## config.mk

```make
export PLATFORM = sky130hd
export DESIGN_NAME = sum_accumulator
export DESIGN_NICKNAME = d
export VERILOG_FILES = /design/src/rtl/sum_accumulator_pkg.sv /design/src/rtl/ripple_carry_adder.sv /design/src/rtl/sum_accumulator.sv
export SDC_FILE = /design/constraint.sdc
export NUM_CORES = 1
export LEC_CHECK = 0
export BUFFER_PORTS_ARGS = -buffer_cell sky130_fd_sc_hd__buf_2
export CAP_MARGIN = 15
export CORE_MARGIN = 1
export CORE_UTILIZATION = 55
export CTS_CLUSTER_DIAMETER = 40
export DETAILED_ROUTE_END_ITERATION = 8
export PLACE_DENSITY_LB_ADDON = 0.2
export SYNTH_ARGS = -nofsm -noshare
export SYNTH_HDL_FRONTEND = slang
export SYNTH_SLANG_ARGS = --single-unit
```

## constraint.sdc

```tcl
create_clock -name clk -period 28.8 [get_ports clk]
set_clock_uncertainty 0.15 [all_clocks]
set_input_delay 4.32 -clock clk [delete_from_list [all_inputs] [get_ports clk]]
set_output_delay 4.32 -clock clk [all_outputs]
set_load 0.1 [all_outputs]
```

## src/rtl/sum_accumulator_pkg.sv

```systemverilog
// rtl/sum_accumulator_pkg.sv - shared state type and default widths for sum_accumulator
package sum_accumulator_pkg;

   typedef enum logic [1:0] {
      IDLE  = 2'd0,
      ACCUM = 2'd1,
      HOLD  = 2'd2
   } state_t;

   localparam int DEFAULT_WIDTH   = 24;
   localparam int DEFAULT_COUNT_W = 8;

endpackage

```

## src/rtl/ripple_carry_adder.sv

```systemverilog
// rtl/ripple_carry_adder.sv - WIDTH-bit ripple-carry adder with carry in/out
module ripple_carry_adder #(
   parameter int WIDTH = 24
) (
   input  logic [WIDTH-1:0] a,
   input  logic [WIDTH-1:0] b,
   input  logic             cin,
   output logic [WIDTH-1:0] sum,
   output logic             cout
);

   // carry is a loop-local variable so the chain stays one combinational block
   always_comb begin
      logic c;
      sum = '0;
      c   = cin;
      for (int i = 0; i < WIDTH; i++) begin
         sum[i] = a[i] ^ b[i] ^ c;
         c      = (a[i] & b[i]) | (c & (a[i] ^ b[i]));
      end
      cout = c;
   end

endmodule

```

## src/rtl/sum_accumulator.sv

```systemverilog
// rtl/sum_accumulator.sv - frame sum accumulator with valid/ready in and out
// Define SUM_ACCUMULATOR_SATURATE_EN to saturate acc on carry-out instead of wrapping.
module sum_accumulator
   import sum_accumulator_pkg::*;
#(
   parameter int WIDTH   = DEFAULT_WIDTH,
   parameter int COUNT_W = DEFAULT_COUNT_W
) (
   input  logic               clk,
   input  logic               rst,
   input  logic               in_valid,
   output logic               in_ready,
   input  logic [WIDTH-1:0]   in_data,
   input  logic [COUNT_W-1:0] frame_len,
   output logic               out_valid,
   input  logic               out_ready,
   output logic [WIDTH-1:0]   out_sum,
   output logic               out_ovf,
   output logic               busy
);

   state_t             state;
   state_t             state_nxt;
   logic [WIDTH-1:0]   acc;
   logic [WIDTH-1:0]   add_sum;
   logic [WIDTH-1:0]   acc_add;
   logic               add_cout;
   logic [COUNT_W-1:0] count;
   logic [COUNT_W-1:0] count_inc;
   logic [COUNT_W-1:0] len_q;
   logic [COUNT_W-1:0] first_len;
   logic               ovf;
   logic               accept;

   ripple_carry_adder #(
      .WIDTH (WIDTH)
   ) u_adder (
      .a    (acc),
      .b    (in_data),
      .cin  (1'b0),
      .sum  (add_sum),
      .cout (add_cout)
   );

   // a zero-length frame behaves as a single-sample frame
   assign first_len = (frame_len == '0) ? COUNT_W'(1) : frame_len;
   assign count_inc = count + COUNT_W'(1);

`ifdef SUM_ACCUMULATOR_SATURATE_EN
   // once saturated, any further add carries out again (or adds 0), so acc stays all-ones
   assign acc_add = add_cout ? '1 : add_sum;
`else
   assign acc_add = add_sum;
`endif

   assign out_sum = rst ? '0 : acc;
   assign out_ovf = rst ? 1'b0 : ovf;

   always_comb begin
      state_nxt = state;
      in_ready  = 1'b1;
      out_valid = 1'b0;
      busy      = 1'b0;
      accept    = 1'b0;
      case (state)
         IDLE: begin
            accept = in_valid;
            if (accept) begin
               state_nxt = (first_len == COUNT_W'(1)) ? HOLD : ACCUM;
            end
         end
         ACCUM: begin
            busy   = 1'b1;
            accept = in_valid;
            if (accept && (count_inc == len_q)) begin
               state_nxt = HOLD;
            end
         end
         HOLD: begin
            in_ready  = 1'b0;
            out_valid = 1'b1;
            busy      = 1'b1;
            if (out_ready) begin
               state_nxt = IDLE;
            end
         end
         default: state_nxt = IDLE;
      endcase
      // outputs look like IDLE while reset is held, even before the first edge
      if (rst) begin
         in_ready  = 1'b1;
         out_valid = 1'b0;
         busy      = 1'b0;
         accept    = 1'b0;
      end
   end

   always_ff @(posedge clk) begin
      if (rst) begin
         state <= IDLE;
      end else begin
         state <= state_nxt;
      end
   end

   always_ff @(posedge clk) begin
      if (rst) begin
         acc   <= '0;
         count <= '0;
         len_q <= '0;
         ovf   <= 1'b0;
      end else begin
         case (state)
            IDLE: begin
               if (accept) begin
                  len_q <= first_len;
                  acc   <= in_data;
                  count <= COUNT_W'(1);
                  ovf   <= 1'b0;
               end
            end
            ACCUM: begin
               if (accept) begin
                  acc   <= acc_add;
                  count <= count_inc;
                  ovf   <= ovf | add_cout;
               end
            end
            HOLD: begin
               if (out_ready) begin
                  acc   <= '0;
                  count <= '0;
                  ovf   <= 1'b0;
               end
            end
            default: ;
         endcase
      end
   end

endmodule

```

Word level (Yosys, flattened, before mapping)
Cells that the tools add are included.

Bits in registers: 43. Bits of input ports: 36. Output and inout port bits: 28. Logic and storage cells: 170.

Add/subtract/negate cells: 1. Eq/ne operators: 9. Multiplexer cells: 28. Bitwise operators: 118. Reduce and logical (&&, ||, !) cells: 9.

Operators with widths (number): $mux W24 (4); $pmux W24 S3 (1); $and A1 B1 Y1 (47); $xor A1 B1 Y1 (47); $mux W8 (4); $or A1 B1 Y1 (24); $pmux W8 S3 (1); $mux W1 (12); $ne A2 B2 Y1 const B (5); $add A8 B1 Y8 const B (1); $eq A8 B1 Y1 const B (1); $eq A8 B8 Y1 (1); $logic_not A8 Y1 (1); $mux W2 (4); $pmux W2 S3 (1); $reduce_and A4 Y1 (1); $reduce_or A2 Y1 (2); $pmux W1 S3 (1); $reduce_and A3 Y1 (1); $reduce_bool A3 Y1 (1); $eq A2 B1 Y1 const B (1); $eq A2 B2 Y1 const B (1); $logic_not A2 Y1 (1); $reduce_and A2 Y1 (1); $logic_and A1 B1 Y1 (1).

Logic depth before layout (Yosys ltp)
Depth after elaboration: 50. Gate-level depth with buffers: 32. Gate-level depth less buffers: 32.

Hierarchy
From an unflattened synthesis, not the netlist that was laid out.

Cell total of the unflattened synthesis: 325. Area, all modules: 2961.6 um^2.

Modules (own cells, without submodules): sum_accumulator (times used 1, cells an instance 291, area an instance 2443.6 um^2); ripple_carry_adder (times used 1, cells an instance 34, area an instance 518.0 um^2).

Worst setup path before layout
No wires, ideal clock.

Path kind: input -> register. Start point: input port in_data[0]. End point: register acc[23]. Setup time: 128 ps. Arrival: 13061 ps. Required time: 28522 ps. Slack: 15462 ps. Cell stages on the path: 32. Buffers on the path: 0. Cell sequence: ha_1 inv_1 fa_1 fa_1 fa_1 inv_1 fa_1 fa_1 inv_1 fa_1 fa_1 fa_1 fa_1 fa_1 fa_1 fa_1 fa_1 fa_1 fa_1 fa_1 fa_1 fa_1 fa_1 fa_1 fa_1 inv_1 fa_1 inv_1 fa_1 nor2_1 a211oi_1 nor2_1.

Word-level cells in the longest chain between the ends: 48.

RTL lines: start: declaration (line sum_accumulator.sv:13) `input logic [WIDTH-1:0] in_data,`; $and A1 B1 Y1 (2 in a row) (line ripple_carry_adder.sv:19) `c = (a[i] & b[i]) | (c & (a[i] ^ b[i]));`; $or A1 B1 Y1 (line ripple_carry_adder.sv:19); $and A1 B1 Y1 (line ripple_carry_adder.sv:19); $or A1 B1 Y1 (line ripple_carry_adder.sv:19); $and A1 B1 Y1 (line ripple_carry_adder.sv:19); $or A1 B1 Y1 (line ripple_carry_adder.sv:19); $and A1 B1 Y1 (line ripple_carry_adder.sv:19); $or A1 B1 Y1 (line ripple_carry_adder.sv:19); [31 not listed]; $or A1 B1 Y1 (line ripple_carry_adder.sv:19); $and A1 B1 Y1 (line ripple_carry_adder.sv:19); $or A1 B1 Y1 (line ripple_carry_adder.sv:19); $and A1 B1 Y1 (line ripple_carry_adder.sv:19); $or A1 B1 Y1 (line ripple_carry_adder.sv:19); $xor A1 B1 Y1 (line ripple_carry_adder.sv:18) `sum[i] = a[i] ^ b[i] ^ c;`; $mux W24 (line sum_accumulator.sv:123) `if (accept) begin`; $pmux W24 S3 (line sum_accumulator.sv:113) `case (state)`; end signal: assignment (line sum_accumulator.sv:117) `acc <= in_data;`; end: declaration (line sum_accumulator.sv:24) `logic [WIDTH-1:0] acc;`.

No other way between the ends. The select of a mux whose other input is x is not followed. A chain may end at the register's enable or synchronous reset.

Worst setup path after layout
Same ends and word-level chain as after synthesis.

==> results.py <==
metrics = {
    "logic_synthesis": {
        "synthesis.area_sq_um": 2900,
        "async_flop_share_pct": 0,
        "synth_warnings": 0,
        "synth-edff-count": 0,
        "synth_nets": 432,
        "syn_area_per_cell_sq_um": 7.88,
        "ys_types": 43,
        "ys_seq_area_share_pct": 29.7,
        "synth_ff_type": "dfxtp_1",
        "ys_ff_latch": 43,
        "synthCells": 368,
    },
    "layout": {
        "fillers": 473,
        "layout_common_cells": "nor2_1, buf_2, inv_1",
        "final_cell_area_sq_um": 3320,
        "drive_gt1_share_pct": 19.1,
        "final_common_cell": "nor2_1",
        "area_growth_pct": 14.7,
        "stdcell_count": 489,
        "fin_util_pct": 65.1,
        "antenna_cells": 0,
        "fin_nets": 482,
    },
    "routing": {
        "avgRoutedWirePerCell_microns": 12.3,
        "ant_nets": 0,
        "vias": 2583,
        "detail_route.wirelength_mm": 6.03,
        "viasPerCell": 5.28,
        "drtIter0Drc": 143,
        "route.detailed.drc": 0,
        "drtPass1Iterations": 4,
    },
    "floorplan": {
        "row_count": 26,
        "die_y_microns": 74.6,
        "start_util_pct": 56.8,
        "dieArea_sq_um": 5570,
        "core-area_sq_um": 5110,
        "ios": 64,
        "die_w_microns": 74.6,
    },
    "clocking": {
        "cts_sinks": 43,
        "cts_tree": "done",
        "cts_setup_buffers": 0,
        "cts_buffers": 5,
        "clk_latency_ps": 290,
        "hold_buffers": 0,
        "post_cts_resized": 0,
        "cts_root_buf": "clkbuf_8",
        "cts_max_path_buffers": 2,
        "path_clk_slew_ps": 80,
        "htree_levels": 2,
    },
    "sta": {
        "max_freq_mhz": 73.8,
        "rsz0062_at_grt": "false",
        "finalCritPeriodShare_pct": 47.1,
        "relSlewSlack_pct": 37.2,
        "hold_viol": 0,
        "worst_pin_slew_ps": 942,
        "slew_violations": 0,
        "fin_crit_ps": 13550,
        "finalSetupTns_ps": 0,
        "finalSetupViolations": 0,
    },
    "placement": {
        "port_buffers": 63,
        "globalplace.congestion": 0.770,
        "dpl_cell_area_sq_um": 3240,
        "place_inst": 481,
        "dp_hpwl_mm": 4.27,
    },
    "flow_run": {
        "max-cap-violations": 0,
    },
    "min_path": {
        "worst_hold_path_type": "flop to flop",
    },
    "critical_path": {
        "crit_arrival_ps": 13570,
        "cp_slowest_cell": "fa_1",
        "cp.required_ps": 28810,
        "start_kind": "input port",
        "path_class": "input port to flop",
        "crit_top_cell": "fa_1",
        "path_buf_inv": 6,
        "critical-path-max-stage-delay_ps": 470,
        "crit_path_end_kind": "flop",
        "path_delay_family": "adder cells",
        "critPathMaxFanout": 2,
    },
    "global_route": {
        "met2_usage_pct": 40.0,
        "grt_overflow_total": 0,
        "grt_pass1_wl_mm": 10.2,
        "antenna_found_initial": 0,
        "track_usage_pct": 23.6,
        "first_global_vias": 2327,
        "grtUsageMet3_pct": 3.79,
        "grt_max_degree": 73,
        "gr-max-usage-layer": "met2",
        "grt_use_met1_pct": 31.7,
    },
    "power": {
        "p_leak_nw": 1.44,
        "peakVddDrop_mv": 0.0776,
        "power.density_nw_per_um2": 96.4,
    },
    "run_status": {
        "status": "finished, final reports clean",
    },
}
[state kept, by name, summed over array words and instances, names as in the netlist]
register and count:
count 8, state 2, acc 24, ovf 1, len_q 8
[tightest hold or removal path, delay by kind of cell (launching register included)]
kind             cells  cell delay, ps
AO/OA/AOI/OAI        1              50
flip-flops           1             330
AND/OR/NAND/NOR      1              50
[area by class of cell]
cell class              instances  area [sq um]  area share, %
multi-input cells             251          1770           53.2
repair buffers                 65           330           9.94
well taps                      70          87.6           2.63
inverters                      52           195           5.87
clock buffers                   7          76.3           2.30
flip-flops and latches         43           861           25.9
clock inverters                 1          5.00          0.151
[worst paths after layout]
kind | from | endpoint | slack [ps] | depth (start not counted)
setup / recovery | in_data[0] | acc[23] | 15250 | 33
hold / removal | len_q[6] | len_q[6] | 320 | 2
setup reg to reg | acc[0] | acc[23] | 19000 | 32
hold reg to reg | len_q[6] | len_q[6] | 320 | 2
[Yosys cell counts (all sizes together), types with 2 or more instances]
master / number / area (sq um)
nor2: 80 / 300
inv: 52 / 195
dfxtp: 43 / 861
nor3: 26 / 130
fa: 23 / 460
a211oi: 21 / 163
nand2: 17 / 63.8
clkbuf: 15 / 56.3
a21oi: 14 / 70.1
o21ai: 8 / 40.0
buf: 7 / 35.0
nor2b: 6 / 37.5
xnor2: 6 / 52.6
a221oi: 5 / 50.0
ha: 5 / 62.6
xor2: 5 / 43.8
nor3b: 4 / 30.0
nand2b: 3 / 18.8
nand3: 3 / 15.0
nand4: 3 / 31.3
a21o: 2 / 15.0
nand3b: 2 / 15.0
o221ai: 2 / 17.5
or3: 2 / 12.5
or4: 2 / 16.3
[cell families (layout without fill, tap and decap cells)]
family | count (synthesis) | after routing | synth area share, %
and+or+nand+nor | 154 | 154 | 24.8
buffers and inverters | 74 | 125 | 9.88
AOI/OAI and AO/OA | 57 | 57 | 13.9
DFF | 43 | 43 | 29.7
adders and majority gates | 28 | 28 | 18.0
xor gates and xnor gates | 11 | 11 | 3.32
muxes | 1 | 1 | 0.345
[per-stage QoR]
stage | hold slack (ps) | power (mW) | setup slack, ps
after floorplan | 296 | 0.248 | 15460
after global placement | 312 | 0.280 | 15050
after detailed placement | 318 | 0.284 | 14950
after CTS | 329 | 0.324 | 15250
after global routing | 352 | 0.349 | 14950
final | 324 | 0.320 | 15250
[report_power, final]
group	total [mW]	internal, mW	switching [mW]
clock network	0.0381	0.0171	0.0210
registers	0.0861	0.0758	0.0104
logic	0.196	0.0560	0.140
[per-layer routing]
metal,up-vias,share of wire [%]
met4,0,0.45
met5,-,0
met1,1225,46
li1,1293,-
met2,63,49
met3,2,4.2
Note: power is estimated with default switching activity, not from simulation.
